**src/rtl/key_debounce.sv**
```systemverilog
// rtl/key_debounce.sv - multi-channel key debouncer with hold/auto-repeat, timed by a slow tick strobe
module key_debounce #(
  parameter int           N          = 4,
  parameter bit           ACTIVE_LOW = 1'b1,
  parameter int           CNT_W      = 12,
  parameter int           DEB_TICKS  = 78,
  parameter int           HOLD_TICKS = 3906,
  parameter int           REP_TICKS  = 781,
  parameter logic [N-1:0] REPEAT_EN  = '1
) (
  input  logic         clk,
  input  logic         nrst,
  input  logic         tick,
  input  logic [N-1:0] raw,
  output logic [N-1:0] level,
  output logic [N-1:0] press,
  output logic [N-1:0] rel,
  output logic [N-1:0] rpt
);

  localparam int MAX_T = (DEB_TICKS > HOLD_TICKS)
                       ? ((DEB_TICKS > REP_TICKS) ? DEB_TICKS : REP_TICKS)
                       : ((HOLD_TICKS > REP_TICKS) ? HOLD_TICKS : REP_TICKS);

  if (MAX_T >= (1 << CNT_W)) begin : g_cnt_w_check
    $error("key_debounce: CNT_W too narrow for the largest tick count");
  end

  localparam logic [CNT_W-1:0] DEB_LAST  = CNT_W'(DEB_TICKS - 1);
  localparam logic [CNT_W-1:0] HOLD_LAST = CNT_W'(HOLD_TICKS - 1);
  localparam logic [CNT_W-1:0] REP_LAST  = CNT_W'(REP_TICKS - 1);
  localparam logic [CNT_W-1:0] CNT_ONE   = CNT_W'(1);

  typedef enum logic [2:0] {IDLE, DEB_PRESS, HELD, REPEAT, DEB_REL} state_t;

  logic [N-1:0] sync1, sync2, act;

  // Synchronizer idles at the unpressed level so reset never looks like a press.
  always_ff @(posedge clk or negedge nrst) begin
    if (!nrst) begin
      sync1 <= {N{ACTIVE_LOW}};
      sync2 <= {N{ACTIVE_LOW}};
    end else begin
      sync1 <= raw;
      sync2 <= sync1;
    end
  end

  assign act = ACTIVE_LOW ? ~sync2 : sync2;

  for (genvar i = 0; i < N; i++) begin : g_ch
    state_t           st;
    logic [CNT_W-1:0] cnt;
    logic             lvl_q, prs_q, rel_q, rpt_q;

    // An act change always wins over a coincident tick: the tick is dropped.
    always_ff @(posedge clk or negedge nrst) begin
      if (!nrst) begin
        st    <= IDLE;
        cnt   <= '0;
        lvl_q <= 1'b0;
        prs_q <= 1'b0;
        rel_q <= 1'b0;
        rpt_q <= 1'b0;
      end else begin
        prs_q <= 1'b0;
        rel_q <= 1'b0;
        rpt_q <= 1'b0;
        case (st)
          IDLE: begin
            if (act[i]) begin
              st  <= DEB_PRESS;
              cnt <= '0;
            end
          end
          DEB_PRESS: begin
            if (!act[i]) begin
              st  <= IDLE;
              cnt <= '0;
            end else if (tick) begin
              if (cnt == DEB_LAST) begin
                st    <= HELD;
                cnt   <= '0;
                lvl_q <= 1'b1;
                prs_q <= 1'b1;
              end else begin
                cnt <= cnt + CNT_ONE;
              end
            end
          end
          HELD: begin
            if (!act[i]) begin
              st  <= DEB_REL;
              cnt <= '0;
            end else if (tick && REPEAT_EN[i]) begin
              if (cnt == HOLD_LAST) begin
                st    <= REPEAT;
                cnt   <= '0;
                rpt_q <= 1'b1;
              end else begin
                cnt <= cnt + CNT_ONE;
              end
            end
          end
          REPEAT: begin
            if (!act[i]) begin
              st  <= DEB_REL;
              cnt <= '0;
            end else if (tick) begin
              if (cnt == REP_LAST) begin
                cnt   <= '0;
                rpt_q <= 1'b1;
              end else begin
                cnt <= cnt + CNT_ONE;
              end
            end
          end
          DEB_REL: begin
            // A bounce back to pressed returns to HELD with a fresh hold timer.
            if (act[i]) begin
              st  <= HELD;
              cnt <= '0;
            end else if (tick) begin
              if (cnt == DEB_LAST) begin
                st    <= IDLE;
                cnt   <= '0;
                lvl_q <= 1'b0;
                rel_q <= 1'b1;
              end else begin
                cnt <= cnt + CNT_ONE;
              end
            end
          end
          default: begin
            st  <= IDLE;
            cnt <= '0;
          end
        endcase
      end
    end

    assign level[i] = lvl_q;
    assign press[i] = prs_q;
    assign rel[i]   = rel_q;
    assign rpt[i]   = rpt_q;
  end

endmodule

```
**config.mk**
```make
export PLATFORM = sky130hd
export DESIGN_NAME = key_debounce
export DESIGN_NICKNAME = d
export VERILOG_FILES = /design/src/rtl/key_debounce.sv
export SDC_FILE = /design/constraint.sdc
export NUM_CORES = 1
export LEC_CHECK = 0
export ABC_AREA = 1
export CORE_ASPECT_RATIO = 1.75
export CORE_MARGIN = 2
export CORE_UTILIZATION = 28
export CTS_BUF_LIST = sky130_fd_sc_hd__clkbuf_16
export DETAILED_ROUTE_END_ITERATION = 6
export DONT_BUFFER_PORTS = 1
export GPL_ROUTABILITY_DRIVEN = 0
export HOLD_SLACK_MARGIN = 0.1
export PLACE_DENSITY = 0.41
export SLEW_MARGIN = 20
export SYNTH_ARGS = -nofsm -noshare
export SYNTH_HDL_FRONTEND = slang
export SYNTH_SLANG_ARGS = --single-unit
```
**constraint.sdc**
```tcl
create_clock -name clk -period 1.9 [get_ports clk]
set_input_delay 0.38 -clock clk [delete_from_list [all_inputs] [get_ports clk]]
set_output_delay 0.38 -clock clk [all_outputs]
set_load 0.01 [all_outputs]
```
==> Yosys cells after proc, flatten, opt, wreduce, memory -nomap -nowiden <==
Index checks and enable logic that the tools add are counted.
{ "totals": {"output_inout_bits": 16, "ff_bits": 84, "latch_bits": 0, "inputBits": 7, "rom_bits": 0, "ram_bits": 0, "n_memories": 0} }
{ "op_classes": {"n_mul": 0, "reduce_logical": 20, "n_shift": 0, "n_div": 0, "addsub": 4, "eq_ne": 88, "bitwise_logic": 1, "order_cmp": 0, "mux": 176} }
{ "ops": {"columns": ["op", "count"], "rows": [
  ["12-bit two-way mux", 44],
  ["12-bit case mux with 5 select lines", 4],
  ["3-bit two-way mux", 44],
  ["3-bit inequality test (second input constant)", 28],
  ["1-bit two-way mux", 72],
  ["2-bit inequality test (second input constant)", 32],
  ["3-bit case mux with 5 select lines", 4],
  ["12-bit by 1-bit adder with 12-bit output (second input constant)", 4],
  ["12-bit by 10-bit equality test with 1-bit output (second input constant)", 4],
  ["12-bit equality test (second input constant)", 4],
  ["12-bit by 7-bit equality test with 1-bit output (second input constant)", 4],
  ["8-bit AND reduction", 4],
  ["7-bit AND reduction", 4],
  ["3-bit by 2-bit equality test with 1-bit output (second input constant)", 8],
  ["1-bit case mux with 2 select lines", 8],
  ["3-bit by 1-bit equality test with 1-bit output (second input constant)", 4],
  ["3-bit equality test (second input constant)", 4],
  ["3-bit logical NOT", 4],
  ["3-bit AND reduction", 4],
  ["2-bit nonzero test", 4],
  ["4-bit inverter", 1]
]} }

==> Logic depth before layout (Yosys ltp) <==
{ "depth": {"depth_word": 5, "ltp_mapped": 12, "ltp_nobuf": 12} }

==> Worst setup path after synthesis <==
No wires, ideal clock.
{ "synth_path": {"path_kind": "reg-to-reg", "start": "register g_ch[2].cnt[1]", "end": "register g_ch[2].cnt[2]", "t_required_ns": 1.784, "arrival_ns": 1.439, "setup_time_ns": 0.116, "path_stages_with_launch": 11, "slack_ns": 0.344, "cell_sequence": "dfrtp_1 > inv_1 > ha_1 > nor3b_1 > nand3_2 > nor2_1 > inv_1 > nand3_1 > o21ai_1 > nand2_1 > nand2_1"} }
{ "synth_between": {"elab_chain_cells": 5} }
{ "synth_rtl": {"columns": ["item", "line", "source"], "rows": [
  ["from (decl)", "53", "logic [CNT_W-1:0] cnt;"],
  ["from (signal assigned)", "87", "cnt <= cnt + CNT_ONE;"],
  ["from (signal assigned)", "101", "cnt <= cnt + CNT_ONE;"],
  ["from (signal assigned)", "114", "cnt <= cnt + CNT_ONE;"],
  ["12-bit by 1-bit adder with 12-bit output, or another cell as far along", null, null],
  ["12-bit two-way mux, on equally long branches", null, null],
  ["12-bit two-way mux, on equally long branches", "80, 109, 95", null],
  ["12-bit two-way mux, on equally long branches", null, null],
  ["12-bit case mux with 5 select lines *", "69", "case (st)"]
]} }
Mark *: on every way between the ends. The rest lies on a longest branch, timed or not. The select of a mux whose other input is x is not followed.
A chain may end at the register's enable or synchronous reset.

==> Worst setup path in the final report <==
{ "layout_path": {"start": "register g_ch[3].cnt[1]", "end": "register g_ch[3].cnt[8]"} }
{ "layout_between": {"elab_chain_cells": 5} }
{ "layout_rtl": {"columns": ["item", "line"], "rows": [
  ["from (decl)", "53"],
  ["from (signal assigned)", "87"],
  ["from (signal assigned)", "101"],
  ["from (signal assigned)", "114"],
  ["12-bit by 1-bit adder with 12-bit output, or another cell as far along", null],
  ["12-bit two-way mux, on equally long branches", null],
  ["12-bit two-way mux, on equally long branches", "80, 109, 95"],
  ["12-bit two-way mux, on equally long branches", null],
  ["12-bit case mux with 5 select lines *", "69"]
]} }
Marked as above.

==> results by group <==
Synth
  • Top_reg_cell synth: dfrtp_1
  • Ys Warns: 0
  • Syn nets: 970
  • Post-synth EDFFs: 0
  • Post-Syn Instances: 951
  • Mapped Area: 6240 um2
  • Cell taking the most area after synthesis: dfrtp_1
  • Synth cell count leaders: 322 x nand2_1, 113 x nor2_1, 85 x nand3_1
  • Avg Cell Area, Syn: 6.57 um2
  • Post-synth ARST share: 100%
  • Flops & latches, synth: 84
  • Cell with the most instances after synthesis: nand2_1
  • Sequential cell area fraction in the yosys report: 33.8%
  • Yosys cell types: 39
  • Synth area leaders: dfrtp_1 30%, nand2_1 19%, nand3_1 6.8%, nor2_1 6.8%, inv_1 4.4%
  • Yosys top cell area share: 30.5%

Clock network
  • Latest clock arrival within the worst-skew pair: 0.37 ns
  • CTS sink count: 84
  • Worst-case clock buffer depth: 2
  • Root Buffer: clkbuf_16
  • Total CTS buffers: 9
  • CTS tree: built
  • Cts hold-fix bufs: 4
  • Clock transition at the registers of the reported paths: 0.07 ns
  • H-tree Lvls: 3

Power
  • Leak: 3.45 nW
  • Pwr Density: 1080 nW/um2
  • Total Power: 7.72 mW
  • VDD IR-drop max: 0.496 mV

Floorplanning
  • Starting density of the core: 28.4%
  • Die W: 117 um
  • Row count: 72
  • Core box area: 22000 um2
  • Io pins: 23
  • Die H: 202 um
  • Die area: 23600 um2

Layout
  • Ant. Diodes: 0
  • FF/Latch Area: 2110 um2
  • Fill cell count: 2483
  • Final Cell Area: 7170 um2
  • Area added between synthesis and finish: 14.8%
  • Nets@finish: 992
  • Share of cells above drive strength 1: 15.8%
  • Footprint of the multi-input gates: 3590 um2

Global route
  • Vias in the first global route: 6297
  • Initial antenna violation count: 0
  • Grt total ovfl: 0
  • Largest net degree at the start of global routing: 85
  • First-pass GRT wire length: 31300 um
  • Gr usage total: 17.1%

Critical path
  • Crit path DAT: 2.08 ns
  • Critical path required time: 2.16 ns
  • Critical path type: reg -> reg
  • R2R setup slack: 0.08 ns
  • Crit Path Max Fanout: 6
  • R2R Path End: g_ch[3].cnt[8]
  • Crit end category: flip-flop
  • CP Launch Type: flip-flop
  • Reg2Reg Depth: 10
  • Critical register-to-register path startpoint: g_ch[3].cnt[1]

STA
  • Worst Tran Pin Value: 0.391 ns
  • Final hold violation count: 84
  • Final setup violating endpoints: 0
  • Slew Limit Fails: 0
  • Period utilization: 95.7%
  • Final min period: 1.82 ns
  • Setup TNS: 0 ns
  • Slew HR: 73.7%
  • Fmax: 550 MHz
  • Clock skew: 0.0106 ns
  • Hold WS: -0.290 ns

Hold path
  • Hold WC Path Type: in -> async

Detailed routing
  • DRT iter0 DRCs: 272
  • Drt first pass iters: 5
  • Avg WL per Cell: 14.8 um
  • Vias post-DR: 6009
  • Final ANT Viol Nets: 0
  • Remaining DRCs: 0
  • Total Wirelength: 18800 um
  • Routed vias/inst: 4.72

Placement
  • Placed Area: 6670 um2
  • Number of I/O port buffers: 0
  • Dpl hpwl: 14200 um

Run status
  • Outcome: finished, violations left
  • Failing checks: hold timing

Run
  • Number of max-cap violations: 0
per-stage QoR:
stage | setup WS, ns | util [%] | cells
3_3_place_gp | -0.0177 | 30.4 | 1249
5_1_grt | -0.0116 | 32.6 | 1274
4_1_cts | 0.0169 | 32.0 | 1269
2_1_floorplan | 0.344 | - | 951
3_5_place_dp | 0.0328 | 30.4 | 1249
6_report | 0.0810 | 32.6 | 1274
layout make-up:
cell class,count,area share [%]
Multi-Input combinational cell,734,50.1
Sequential cell,84,29.5
Timing Repair Buffer,50,5.73
Tap cell,296,5.17
Inverter,94,4.96
Clock buffer,9,3.14
Clock inverter,7,1.40
report_power, final:
group	internal (mW)	total (mW)	switching, mW
sequential	1.99	2.31	0.317
clock	1.16	2.02	0.855
combinational	1.18	3.40	2.22
total	4.33	7.72	3.39
cells by family after synthesis:
kind of cell / count (synthesis) / synth area share [%]
compound gates: 94 / 8.12
xor+xnor: 11 / 1.54
flops: 84 / 33.8
fa+ha+maj: 12 / 2.40
simple gates: 617 / 44.3
buf+inv: 133 / 9.82
layout by cell type (no fill, tap or decap), drive strengths merged, types with 2 or more instances in the layout:
| master | n |
|---|---|
| o211ai | 3 |
| clkbuf | 9 |
| ha | 12 |
| dfrtp | 76 |
| inv | 95 |
| clkinvlp | 3 |
| a21oi | 16 |
| bufinv | 2 |
| a221oi | 4 |
| nand3 | 94 |
| xor2 | 8 |
| dlygate4sd3 | 4 |
| o21ai | 68 |
| xnor2 | 3 |
| nand2 | 347 |
| nor3 | 22 |
| nand3b | 5 |
| buf | 46 |
| dfstp | 8 |
| nand4 | 19 |
| nor2 | 128 |
per-layer routing:
| layer | part of all wire [%] | track usage, % | up-vias | wire, um |
|---|---|---|---|---|
| li1 | - | - | 3074 | - |
| met1 | 38 | 17.1 | 2808 | 7080 |
| met2 | 57 | 32.6 | 89 | 10700 |
| met3 | 2.5 | 2.92 | 38 | 474 |
| met4 | 3.2 | 8.49 | 0 | 601 |
| met5 | 0 | 0 | - | 0 |
critical path, stage by stage (launching register included):
cell	delay [ns]
dfrtp_1	0.41
inv_1	0.09
ha_2	0.19
inv_1	0.05
nor3_2	0.14
nand4_1	0.26
nand2_4	0.23
buf_12	0.12
o21ai_0	0.07
nand2_1	0.10
o21ai_2	0.05
flip-flops by register name, indices dropped and copies added, names as in the netlist:
name / cells
g_ch.cnt: 48
g_ch.st: 12
g_ch.lvl_q: 4
g_ch.prs_q: 4
g_ch.rel_q: 4
g_ch.rpt_q: 4
sync1: 4
sync2: 4
what timing repair did:
item / CTS / global route
setup endpoints to repair: 0 / 37
resized for setup: 0 / 17
setup buffers: 0 / 5
hold endpoints to repair: 88 / 84
how the worst max path moves through the flow:
stage	from	to	slack (ns)	depth (start not counted)
final	g_ch[3].cnt[1]	g_ch[3].cnt[8]	0.08	10
after detailed placement	g_ch[3].cnt[1]	g_ch[3].st[2]	0.03	9
after global placement	g_ch[2].cnt[1]	g_ch[2].cnt[2]	-0.02	10
after CTS	g_ch[3].cnt[1]	g_ch[3].st[2]	0.02	9
after global routing	g_ch[2].cnt[1]	g_ch[2].cnt[7]	-0.01	10
after floorplan	g_ch[2].cnt[1]	g_ch[2].cnt[2]	0.34	10
Note: power is estimated with default switching activity, not from simulation.
